<file path="config.mk">
export PLATFORM = sky130hd
export DESIGN_NAME = branch_resolve_unit
export DESIGN_NICKNAME = d
export VERILOG_FILES = /design/src/rtl/branch_resolve_unit.sv
export SDC_FILE = /design/constraint.sdc
export NUM_CORES = 1
export LEC_CHECK = 0
export ABC_AREA = 1
export CORE_MARGIN = 5
export CORE_UTILIZATION = 25
export CTS_CLUSTER_SIZE = 10
export DETAILED_ROUTE_END_ITERATION = 6
export DONT_BUFFER_PORTS = 1
export PLACE_DENSITY_LB_ADDON = 0.3
export REMOVE_ABC_BUFFERS = 1
export SLEW_MARGIN = 25
export SYNTH_ARGS = -nofsm -noshare
export SYNTH_HDL_FRONTEND = slang
export SYNTH_SLANG_ARGS = --single-unit
</file>
<file path="constraint.sdc">
create_clock -name clk -period 4.7 [get_ports clk]
set_input_delay 0.94 -clock clk [delete_from_list [all_inputs] [get_ports clk]]
set_output_delay 0.94 -clock clk [all_outputs]
set_load 0.02 [all_outputs]
</file>
<file path="src/rtl/branch_resolve_unit.sv">
// EX-stage branch resolution: funct3 outcome decode, misprediction flush/redirect,
// and a 2-bit saturating-counter BHT that serves predictions to fetch.
module branch_resolve_unit #(
  parameter int BHT_DEPTH = 16,
  parameter int IDX_W     = 4
) (
  input  logic        clk,
  input  logic        rst,
  input  logic [31:0] fetchPc,
  output logic        predTaken,
  input  logic        exValid,
  input  logic        exStall,
  input  logic [2:0]  exFunct3,
  input  logic [31:0] exPc,
  input  logic [31:0] exTarget,
  input  logic        exPredTaken,
  input  logic        brEq,
  input  logic        brLt,
  output logic        brUn,
  output logic        flush,
  output logic [31:0] redirectPc,
  output logic        illegalBr,
  output logic [31:0] branchCnt,
  output logic [31:0] mispredCnt
);

  logic [1:0]       bht [BHT_DEPTH];
  logic             taken_p0;
  logic             legal_p0;
  logic             accept_p0;
  logic             mispred_p0;
  logic [IDX_W-1:0] rdIdx;
  logic [IDX_W-1:0] wrIdx;
  logic             unusedPcBits;

  function automatic logic [1:0] satStep(input logic [1:0] cnt, input logic up);
    if (up)
      return (cnt == 2'b11) ? cnt : cnt + 2'd1;
    return (cnt == 2'b00) ? cnt : cnt - 2'd1;
  endfunction

  assign rdIdx        = fetchPc[IDX_W+1:2];
  assign wrIdx        = exPc[IDX_W+1:2];
  assign unusedPcBits = ^{fetchPc[31:IDX_W+2], fetchPc[1:0]};

  // Reads see the pre-update counter when fetch and EX hit the same entry.
  assign predTaken = bht[rdIdx][1];
  assign brUn      = (exFunct3[2:1] == 2'b11);

  always_comb begin
    taken_p0 = 1'b0;
    legal_p0 = 1'b1;
    case (exFunct3)
      3'b000:  taken_p0 = brEq;
      3'b001:  taken_p0 = !brEq;
      3'b100:  taken_p0 = brLt;
      3'b101:  taken_p0 = !brLt;
      3'b110:  taken_p0 = brLt;
      3'b111:  taken_p0 = !brLt;
      default: legal_p0 = 1'b0;
    endcase
  end

  // A live flush marks the EX instruction as wrong-path, so it must not resolve.
  assign accept_p0  = exValid && !exStall && !flush;
  assign mispred_p0 = (taken_p0 != exPredTaken);

  // EX -> fetch response registers (p1)
  always_ff @(posedge clk or posedge rst) begin
    if (rst) begin
      flush      <= 1'b0;
      illegalBr  <= 1'b0;
      redirectPc <= 32'd0;
      branchCnt  <= 32'd0;
      mispredCnt <= 32'd0;
      for (int i = 0; i < BHT_DEPTH; i++)
        bht[i] <= 2'b01;
    end else begin
      flush     <= accept_p0 && legal_p0 && mispred_p0;
      illegalBr <= accept_p0 && !legal_p0;
      if (accept_p0 && legal_p0) begin
        branchCnt  <= branchCnt + 32'd1;
        mispredCnt <= mispredCnt + {31'd0, mispred_p0};
        bht[wrIdx] <= satStep(bht[wrIdx], taken_p0);
        if (mispred_p0)
          redirectPc <= taken_p0 ? exTarget : exPc + 32'd4;
      end
    end
  end

endmodule

</file>
* Yosys cells after proc, flatten, opt, wreduce, memory -nomap -nowiden *
Cells that the tools add are included.

word-level totals
  register bits after elaboration = 130
  output and inout port bits = 100
  logic and storage cells = 75

operators by class
  add/subtract/negate cells = 5
  order comparisons = 3
  equality and inequality tests = 8
  muxes and demuxes = 19
  bitwise logic cells = 2
  reduce and logical (&&, ||, !) cells = 17

operators with widths
  kind                                                         count
  adder 32 x 1 -> 32 bit                                       1
  adder 32 x 1 -> 32 bit (second input constant)               1
  adder 32 x 3 -> 32 bit (second input constant)               1
  bitwise mux 32 bit                                           1
  two-way mux 32 bit                                           1
  two-way mux 2 bit                                            10
  binary-select mux 2 bit (select 4 bit)                       2
  equality test 3 bit (second input constant)                  4
  >= comparator 5 bit (second input constant)                  2
  inverter 4 -> 5 bit                                          2
  demux 2 bit (select 4 bit)                                   1
  logical AND 1 bit                                            6
  OR reduction 6 bit                                           1
  zero test 1 bit                                              5
  less-than comparator 5 x 1 -> 1 bit (second input constant)  1
  equality test 2 bit (second input constant)                  2
  one-hot mux 1 bit (4 select lines)                           1
  OR reduction 2 bit                                           2
  equality test 3 x 1 -> 1 bit (second input constant)         1
  zero test 3 bit                                              1
  two-way mux 1 bit                                            3
  adder 2 x 1 -> 2 bit (second input constant)                 1
  zero test 2 bit                                              1
  AND reduction 2 bit                                          1
  2 further kinds                                              2

* Logic depth before layout (Yosys ltp) *
Gate-level depths: netlist of run 1.

  word-level depth = 10
  depth in mapped cells = 18
  gate-level depth less buffers = 18

* Least setup slack after synthesis of run 1 *
Ideal clock, no wire load.

  kind = input -> register
  start point = input port exFunct3[0]
  end point = register mispredCnt[28]
  library setup time = 0.122 ns
  arrival time = 2.799 ns
  slack = 1.779 ns
  cell stages on the path = 18
  path buffers = 0
  cells stage by stage = or2_0 -> nand3_1 -> nand2_1 -> nand2_2 -> inv_2 -> nand2_1 -> nand2_1 -> inv_1 -> ha_1 -> ha_1 -> nand3_1 -> nor2_1 -> nand2_1 -> nor2_2 -> nand2_1 -> nor2_1 -> nand2_1 -> xor2_1

between the ends
  word-level cells in the longest chain between the ends = 5
  elaborated cells on any way between the ends = 14

ends and longest elaborated chain
  what                                line  text
  start: declaration                  13    input logic [2:0] exFunct3,
  equality test 3 bit                 53    case (exFunct3)
  OR reduction 2 bit (no line)        --
  one-hot mux 1 bit (4 select lines)  53
  inequality test 1 bit               66    assign mispred_p0 = (taken_p0 != exPredTaken);
  adder 32 x 1 -> 32 bit              83    mispredCnt <= mispredCnt + {31'd0, mispred_p0};
  end signal: assignment              83
  end: declaration                    24    output logic [31:0] mispredCnt

Several ways; a longest one is shown, not always the timed one.
A chain may end at the register's enable or synchronous reset.

* Worst setup path after layout of run 1 *
Ends and elaborated chain as after synthesis.

==> impl_results.md, run 1 <==
- Largest net degree at the start of global routing: 68
- Clk_skew: 12.4 ps
- Placement Setup Slack: 1310 ps
- Min Hold Slack: 467 ps
- Least-Margin Pin Slew: 641 ps
- Count of different cell masters after synthesis: 39
- Warnings, synthesis: 0
- DR vias: 6625
- RePlAce Congestion: 0.868
- TritonCTS clock tree: done
- Nets: 1194
- Final wirelength: 23000 um
- CTS sink cnt: 130
- Initial antenna violation count: 0
- Netlist Area Pre-Place: 0.00781 sq mm
- Delay-heaviest family, CP: simple AND/OR/NAND/NOR gates
- CP peak stage delay: 200 ps
- Asr flop ratio synth: 1.00
- Final setup violation count: 0
- Post-synth EDFFs: 0
- Ant. Diodes: 0
- Fin worst setup slack: 1790 ps
- Period utilization: 0.620
- Vias in the first global route: 6378
- Placed cell areas: 0.00820 sq mm
- DRT antenna net count: 0
- CTS Buf Count: 17
- Synth cell count leaders: 399 x nand2_1, 139 x nor2_1, 114 x dfrtp_1
- Crit Path Class: in -> reg
- Cell with the largest stage delay on the worst path: or2_0
- Fin. Hold Viols: 0
- Mean Syn Cell Area: 7.24 sq um
- Clock Latency Late Sink: 420 ps
- Fraction of layout cells with a size suffix above 1: 0.0924
- Hold_buf cts: 0
- Yosys top cell area share: 0.365
- Area grow syn2layout: 12.8%
- Post-CTS setup buffer count: 0
- Router iterations before antenna repair: 5
- Synth area leaders: dfrtp_1 37%, nand2_1 19%, nor2_1 6.7%
- CTS max path bufs: 2
- Area of the core: 0.0307 sq mm
- Vias/cell: 4.45
- Synth area leader: dfrtp_1
- Drt wl/cell: 15.5 um
- CP required: 5010 ps
- Synth Flop Type: dfrtp_1
- Most common cell in the netlist: nand2_1
- Crit path time final: 2910 ps
- GRT overflow: 0
- DRC viols: 0
- Synthesized flop and latch total: 130
- Critical Path AT: 3220 ps
- DP HPWL: 17000 um
- Max Slew Vio Count: 0
- Startpoint Class: primary input
- Post-synthesis sequential area ratio: 0.419
- Port bufs: 0
- First-pass GRT wire length: 36900 um
- Placed Instances: 1457
- Outcome: completed
- Die width: 187 um
- Fin cells: 1489
- Post-CTS Resized: 0
- CP endpoint kind: flip-flop
- Worst vdd ir: 0.244 mV
- Top Ports: 206
- Crit path buf inv count: 2
- Total track usage: 0.132
- H-tree Lvls: 4
- Max_cap viols: 0
- Worst path most repeated cell: nand2_1
- Root buffer cell: clkbuf_16
- Worst hold-check path type: reg -> reg
- Final TNS setup: 0 ps
- FMAX: 343 MHz
- Worst path cell trace: or2_0, nand3_1, nand2_1, nand2_2, inv_2, nand2_1, nand2_1, inv_1, ha_1, ha_1, nand3_1, nor2_1, nand2_1, nor2_2, nand2_1, nor2_1, nand2_1, xor2_1
- Row cnt: 64
- Initial Util: 0.254
- PD cells: 391 mW/mm^2
- Design Area, Final: 0.00882 sq mm
- CTS clk-pin slew, worst paths: 70 ps
- Fin util: 0.287
- Crit Path Max Fanout: 6
- RSZ-0062 raised after global routing: no
- Die height: 187 um
- Pwr Total: 3.45 mW
- Initial DRC count: 348
- Full die area: 0.0349 sq mm
- Mapped Cells: 1079
- Leakage: 4.26 nW
- Max-Slew Margin vs Limit: 0.573
layout by cell type, fill, tap and decap left out, drive strengths merged, types with 9 or more instances in the layout:
| cell type | instances |
|---|---|
| o21ai | 38 |
| nand3b | 9 |
| nor2 | 153 |
| xnor2 | 24 |
| nand3 | 65 |
| xor2 | 48 |
| nand4 | 14 |
| dfstp | 16 |
| dfrtp | 114 |
| clkbuf | 17 |
| nor3 | 28 |
| inv | 114 |
| nand2 | 413 |
report_power, final:
part / total [mW] / switching, mW / internal (mW)
sequential: 1.64 / 0.338 / 1.30
combinational: 0.422 / 0.272 / 0.150
clock: 1.39 / 0.619 / 0.767
path summary, 6_finish.rpt:
path,start,endpoint,slack (ps),depth (start not counted)
setup reg to reg,flush$_DFF_PP0_,mispredCnt[25]$_DFFE_PP0P_,2450,7
hold / removal,bht[26]$_DFFE_PP1P_,bht[26]$_DFFE_PP1P_,470,2
min in group asynchronous,rst,branchCnt[20]$_DFFE_PP0P_,480,1
max in group asynchronous,rst,bht[2]$_DFFE_PP1P_,3290,2
hold reg to reg,bht[26]$_DFFE_PP1P_,bht[26]$_DFFE_PP1P_,470,2
setup / recovery,exFunct3[0],mispredCnt[28]$_DFFE_PP0P_,1790,18
metal layers:
metal / vias to the layer above / routed length (um) / track usage
li1: 3362 / - / -
met1: 3045 / 10000 / 0.165
met2: 203 / 10700 / 0.215
met3: 15 / 2040 / 0.0501
met4: 0 / 253 / 0.0347
met5: - / 0 / 0
cells by family after synthesis:
| kind of cell | share of synthesized area |
|---|---|
| AND/OR/NAND/NOR | 0.382 |
| adder cells (fa/ha/maj) | 0.0128 |
| buffers and inverters | 0.0716 |
| AO/OA/AOI/OAI | 0.0341 |
| XOR/XNOR | 0.0807 |
| flip-flops | 0.419 |
state kept, by name, summed over array words and instances, names as in the netlist:
| signal | count |
|---|---|
| bht | 32 |
| branchCnt | 32 |
| flush | 1 |
| illegalBr | 1 |
| mispredCnt | 32 |
| redirectPc | 32 |
worst register-to-register path, stage by stage (launching register included):
cell and delay, ps:
dfrtp_1 460, inv_1 120, nand4_2 460, nor2_1 350
nand2_1 230, nor2_2 240, nand4_1 140, xnor2_1 150
area by class of cell:
type	instances	area, sq um
sequential	130	3270
fill	3344	21900
tap	396	495
inverter	106	408
timing repair buffer	5	37.5
multi-input combinational	820	3990
clock buffer	17	425
clock inverter	15	186
(Power assumes the default switching activity.)
==> inputs of run 2 (changes only) <==
==> constraint.sdc (replaced) <==
create_clock -name clk -period 2.35 [get_ports clk]
set_input_delay 0.47 -clock clk [delete_from_list [all_inputs] [get_ports clk]]
set_output_delay 0.47 -clock clk [all_outputs]
set_load 0.02 [all_outputs]
==> impl_results.md, run 2 (synthesis gave the netlist of run 1 again) <==
- CP endpoint kind: flip-flop (unchanged)
- Router iterations before antenna repair: 5 (unchanged)
- Max Slew Vio Count: 0 (unchanged)
- Drt wl/cell: 15.6 um (was 15.5 um)
- CTS Buf Count: 17 (unchanged)
- Worst path cell trace: or2_0, nand3_1, nand2_1, nand2_2, inv_2, nand2_1, nand2_1, inv_1, ha_1, ha_1, nand3_1, nor2_2, nand2_1, nor2_4, nand2_1, nor2_2, nand2_1, xor2_1 (was or2_0, nand3_1, nand2_1, nand2_2, inv_2, nand2_1, nand2_1, inv_1, ha_1, ha_1, nand3_1, nor2_1, nand2_1, nor2_2, nand2_1, nor2_1, nand2_1, xor2_1)
- FMAX: 474 MHz
- Vias in the first global route: 6592 (was 6378)
- CTS clk-pin slew, worst paths: 70 ps (about the same)
- Cell with the largest stage delay on the worst path: or2_0 (unchanged)
- Max_cap viols: 0 (unchanged)
- Top sig layer: met4 (unchanged)
- RePlAce Congestion: 0.867 (was 0.868)
- Period utilization: 0.898
- Vias/cell: 4.47 (was 4.45)
- Clk_skew: 9.53 ps (was 12.4 ps)
- Nets: 1222 (was 1194)
- M1 WL: 10600 um (was 10000 um)
- GRT overflow: 0 (unchanged)
- TritonCTS clock tree: done (unchanged)
- Area of the core: 0.0307 sq mm (unchanged)
- Fin. Hold Viols: 2 (was 0)
- Leakage: 4.37 nW (was 4.26 nW)
- PD cells: 762 mW/mm^2 (was 391 mW/mm^2)
- Area grow syn2layout: 15.3% (was 12.8%)
- CTS sink cnt: 130 (unchanged)
- Worst path most repeated cell: nand2_1 (unchanged)
- Initial Util: 0.254 (unchanged)
- Initial antenna violation count: 0 (unchanged)
- Fin cells: 1517 (was 1489)
- Min Hold Slack: -4.74 ps (was 467 ps)
- Final setup violation count: 0 (unchanged)
- Most frequent cells in the layout: 398 x nand2_1, 136 x nor2_1, 114 x dfrtp_1, 96 x inv_1, 63 x nand3_1 (was 399 x nand2_1, 139 x nor2_1, 114 x dfrtp_1, 96 x inv_1, 63 x nand3_1)
- Worst vdd ir: 0.477 mV (was 0.244 mV)
- Top Ports: 206 (unchanged)
- H-tree Lvls: 4 (unchanged)
- First-pass GRT wire length: 37900 um (was 36900 um)
- Placed cell areas: 0.00842 sq mm (was 0.00820 sq mm)
- DRC viols: 0 (unchanged)
- Pwr Total: 6.87 mW (was 3.45 mW)
- DP HPWL: 17700 um (was 17000 um)
- CTS max path bufs: 2 (unchanged)
- Total track usage: 0.135 (was 0.132)
- Failing checks: hold timing
- DR vias: 6777 (was 6625)
- Final TNS setup: 0 ps (unchanged)
- Port bufs: 0 (unchanged)
- Least-Margin Pin Slew: 602 ps (was 641 ps)
- RSZ-0062 raised after global routing: yes (was no)
- Crit Path Class: in -> reg (unchanged)
- Fin util: 0.293 (was 0.287)
- Startpoint Class: primary input (unchanged)
- Crit path time final: 2110 ps
- CP peak stage delay: 200 ps (about the same)
- Met2 wire length: 10800 um (was 10700 um)
- Placed Instances: 1485 (was 1457)
- Fraction of layout cells with a size suffix above 1: 0.120 (was 0.0924)
- Row cnt: 64 (unchanged)
- Final wirelength: 23600 um (was 23000 um)
- Max-Slew Margin vs Limit: 0.599 (was 0.573)
- Crit Path Max Fanout: 4 (was 6)
- Hold_buf cts: 0 (unchanged)
- Root buffer cell: clkbuf_16 (unchanged)
- Ant. Diodes: 0 (unchanged)
- Largest net degree at the start of global routing: 60 (was 68)
- CP required: 2660 ps (was 5010 ps)
- Clock Latency Late Sink: 420 ps (about the same)
- Die height: 187 um (unchanged)
- Design Area, Final: 0.00901 sq mm (was 0.00882 sq mm)
- Die width: 187 um (unchanged)
- DRT antenna net count: 0 (unchanged)
- Full die area: 0.0349 sq mm (unchanged)
- Outcome: finished, violations left (was completed)
- Fin worst setup slack: 239 ps (was 1790 ps)
- Worst hold-check path type: in -> async (was reg -> reg)
- Placement Setup Slack: -313 ps (was 1310 ps)
- Commonest non-fill, non-tap cell in the layout: nand2_1 (unchanged)
- Initial DRC count: 341 (was 348)
- Critical Path AT: 2420 ps (was 3220 ps)
- Metal3 WL: 1900 um (was 2040 um)
[run 2: where the power goes]
part           switching (mW)  total, mW  internal [mW]
Clock                    1.24       2.65           1.41
Combinational           0.670       1.04          0.369
Sequential              0.579       3.19           2.61
[run 2: what timing repair did]
action	4_1_cts	5_1_grt
buffers inserted	0	0
resized for setup	0	8
endpoints found under the setup margin	0	14
[run 2: per-layer routing]
metal,up-vias,global-route usage
li1,3421,-
met1,3157,0.175
met2,179,0.215
met3,20,0.0473
met4,0,0.0356
met5,-,0
[run 2: final cells by class]
cell class / instances / area [sq um]
fillers: 3362 / 21700
repair buffers: 33 / 260
well taps: 396 / 495
clock buffers: 17 / 425
multi-input cells: 820 / 4010
clock inverters: 15 / 139
flip-flops and latches: 130 / 3270
inverters: 106 / 408
[run 2: path summary, 6_finish.rpt]
kind,from,end,slack [ps],depth (start not counted)
setup / recovery,exFunct3[0],mispredCnt[28]$_DFFE_PP0P_,240,18
hold / removal,rst,branchCnt[28]$_DFFE_PP0P_,-5,1
setup reg to reg,mispredCnt[0]$_DFFE_PP0P_,mispredCnt[28]$_DFFE_PP0P_,370,10
hold reg to reg,bht[28]$_DFFE_PP1P_,bht[28]$_DFFE_PP1P_,470,2
max in group asynchronous,rst,illegalBr$_DFF_PP0_,1640,2
min in group clk,exTarget[4],redirectPc[4]$_DFFE_PP0P_,250,4
[run 2: worst max-delay path, delay by kind of cell]
kind / cells / cell delay (ps)
buf+inv: 2 / 130
fa+ha+maj: 2 / 300
simple gates: 13 / 1360
xor+xnor: 1 / 140
==> inputs of run 3 (changes only) <==
--- a/config.mk
+++ b/config.mk
@@ -6,6 +6,7 @@
 export NUM_CORES = 1
 export LEC_CHECK = 0
 export ABC_AREA = 1
+export CORE_ASPECT_RATIO = 0.9
 export CORE_MARGIN = 5
 export CORE_UTILIZATION = 25
 export CTS_CLUSTER_SIZE = 10
@@ -13,7 +14,6 @@
 export DONT_BUFFER_PORTS = 1
 export PLACE_DENSITY_LB_ADDON = 0.3
 export REMOVE_ABC_BUFFERS = 1
-export SLEW_MARGIN = 25
 export SYNTH_ARGS = -nofsm -noshare
 export SYNTH_HDL_FRONTEND = slang
 export SYNTH_SLANG_ARGS = --single-unit
==> impl_results.md, run 3 (synthesis gave the netlist of run 1 again) <==
- Pwr Total: 6.74 mW (was 6.87 mW)
- RePlAce Congestion: 0.795 (was 0.867)
- Ant. Diodes: 0 (unchanged)
- Most frequent cells in the layout: 398 x nand2_1, 137 x nor2_1, 114 x dfrtp_1, 96 x inv_1, 63 x nand3_1 (was 398 x nand2_1, 136 x nor2_1, 114 x dfrtp_1, 96 x inv_1, 63 x nand3_1)
- PD cells: 746 mW/mm^2 (was 762 mW/mm^2)
- CTS clk-pin slew, worst paths: 60 ps (was 70 ps)
- Fin worst setup slack: 261 ps (was 239 ps)
- First-pass GRT wire length: 37000 um (was 37900 um)
- Worst hold-check path type: in -> reg (was in -> async)
- TritonCTS clock tree: done (unchanged)
- Crit Path Class: in -> reg (unchanged)
- Crit Path Max Fanout: 4 (unchanged)
- Full die area: 0.0349 sq mm (about the same)
- Root buffer cell: clkbuf_16 (unchanged)
- Initial Util: 0.253 (was 0.254)
- Worst path most repeated cell: nand2_1 (unchanged)
- Fin. Hold Viols: 0 (was 2)
- Max_cap viols: 0 (unchanged)
- Max-Slew Margin vs Limit: 0.628 (was 0.599)
- CP peak stage delay: 200 ps (about the same)
- Initial antenna violation count: 0 (unchanged)
- Worst path cell trace: or2_0, nand3_1, nand2_1, nand2_2, inv_2, nand2_1, nand2_1, inv_1, ha_1, ha_1, nand3_1, nor2_2, nand2_1, nor2_2, nand2_1, nor2_2, nand2_1, xor2_1 (was or2_0, nand3_1, nand2_1, nand2_2, inv_2, nand2_1, nand2_1, inv_1, ha_1, ha_1, nand3_1, nor2_2, nand2_1, nor2_4, nand2_1, nor2_2, nand2_1, xor2_1)
- Final setup violation count: 0 (unchanged)
- Period utilization: 0.889 (was 0.898)
- Clock Latency Late Sink: 430 ps (was 420 ps)
- Total track usage: 0.134 (was 0.135)
- Cell with the largest stage delay on the worst path: or2_0 (unchanged)
- Routing usage on met1: 0.174 (was 0.175)
- Outcome: completed (was finished, violations left)
- Port bufs: 0 (unchanged)
- CTS max path bufs: 2 (unchanged)
- Placement Setup Slack: -327 ps (was -313 ps)
- Vias/cell: 4.41 (was 4.47)
- DRT antenna net count: 0 (unchanged)
- Placed Instances: 1500 (was 1485)
- Area of the core: 0.0309 sq mm (was 0.0307 sq mm)
- Met2 Use GR: 0.214 (was 0.215)
- DP HPWL: 17400 um (was 17700 um)
- Clk_skew: 14.4 ps (was 9.53 ps)
- GRT overflow: 0 (unchanged)
- Nets: 1225 (was 1222)
- Least-Margin Pin Slew: 558 ps (was 602 ps)
- Die width: 196 um (was 187 um)
- Startpoint Class: primary input (unchanged)
- Critical Path AT: 2400 ps (was 2420 ps)
- CP required: 2660 ps (about the same)
- H-tree Lvls: 4 (unchanged)
- Met3 usage: 0.0490 (was 0.0473)
- Max Slew Vio Count: 0 (unchanged)
- Final wirelength: 23100 um (was 23600 um)
- Largest net degree at the start of global routing: 56 (was 60)
- CP endpoint kind: flip-flop (unchanged)
- Crit path time final: 2090 ps (was 2110 ps)
- Fraction of layout cells with a size suffix above 1: 0.120 (about the same)
- Fin cells: 1533 (was 1517)
- Die height: 178 um (was 187 um)
- Top Ports: 206 (unchanged)
- Worst vdd ir: 0.464 mV (was 0.477 mV)
- Commonest non-fill, non-tap cell in the layout: nand2_1 (unchanged)
- CTS Buf Count: 17 (unchanged)
- RSZ-0062 raised after global routing: no (was yes)
- Drt wl/cell: 15.1 um (was 15.6 um)
- GRT busiest layer: met2 (unchanged)
- Area grow syn2layout: 15.5% (was 15.3%)
- Vias in the first global route: 6656 (was 6592)
- Initial DRC count: 304 (was 341)
- DRC viols: 0 (unchanged)
- CTS sink cnt: 130 (unchanged)
- Final TNS setup: 0 ps (unchanged)
- Router iterations before antenna repair: 5 (unchanged)
- FMAX: 479 MHz (was 474 MHz)
- DR vias: 6763 (was 6777)
- # fillers: 3426 (was 3362)
- Leakage: 4.40 nW (was 4.37 nW)
- Row cnt: 61 (was 64)
-- run 3: changes by cell type in the layout (fill, tap and decap cells not counted), sizes merged --
cell | before | now
clkinv | 2 | 7
inv | 116 | 111
clkbuf | 17 | 18
dlygate4sd3 | 0 | 1
buf | 33 | 35
clkinvlp | 3 | 2
-- run 3: report_power, final --
group,leakage [nW],switching (mW),internal [mW],total (mW)
clock network,0.268,1.12,1.39,2.51
registers,1.66,0.579,2.61,3.19
logic,2.47,0.657,0.377,1.03
total,4.40,2.36,4.38,6.74
-- run 3: critical path: cells and delay by family --
kind | cells | cell delay [ps]
AND/OR/NAND/NOR | 13 | 1330
adder cells (fa/ha/maj) | 2 | 300
XOR/XNOR | 1 | 140
buffers and inverters | 2 | 140
-- run 3: per-layer routing --
metal	vias up	wire length, um
met5	-	0
met4	0	196
met3	12	1790
met2	155	10600
met1	3181	10500
li1	3415	-
-- run 3: timing repair --
item                                    in CTS  in global routing
hold buffers                                 1                  0
resized for setup                            0                  6
setup buffers                                0                  0
hold endpoints to repair                    36                  0
endpoints found under the setup margin       0                  9
-- run 3: worst paths after layout --
kind / startpoint / end / slack, ps / cells after the start
min in group asynchronous: rst / flush$_DFF_PP0_ / 600 / 2
worst min-delay path: exTarget[4] / redirectPc[4]$_DFFE_PP0P_ / 250 / 4
worst max register to register: flush$_DFF_PP0_ / branchCnt[24]$_DFFE_PP0P_ / 270 / 9
worst min register to register: bht[6]$_DFFE_PP1P_ / bht[6]$_DFFE_PP1P_ / 470 / 2
worst max-delay path: exFunct3[0] / mispredCnt[28]$_DFFE_PP0P_ / 260 / 18
max in group asynchronous: rst / redirectPc[24]$_DFFE_PP0P_ / 1100 / 3
-- run 3: layout make-up --
type,instances,area (sq um),share of cell area
repair buffers,36,285,0.0316
inverters,106,408,0.0452
clock buffers,18,439,0.0486
multi-input cells,820,4010,0.444
well taps,409,512,0.0567
clock inverters,14,105,0.0116
flip-flops and latches,130,3270,0.363
-- run 3: per-stage QoR --
step	hold WS (ps)	area, sq um	utilization
floorplan	447	7660	-
global placement	439	8450	0.273
detailed placement	437	8450	0.273
CTS	223	9000	0.291
global route	240	9030	0.292
finish	245	9030	0.292
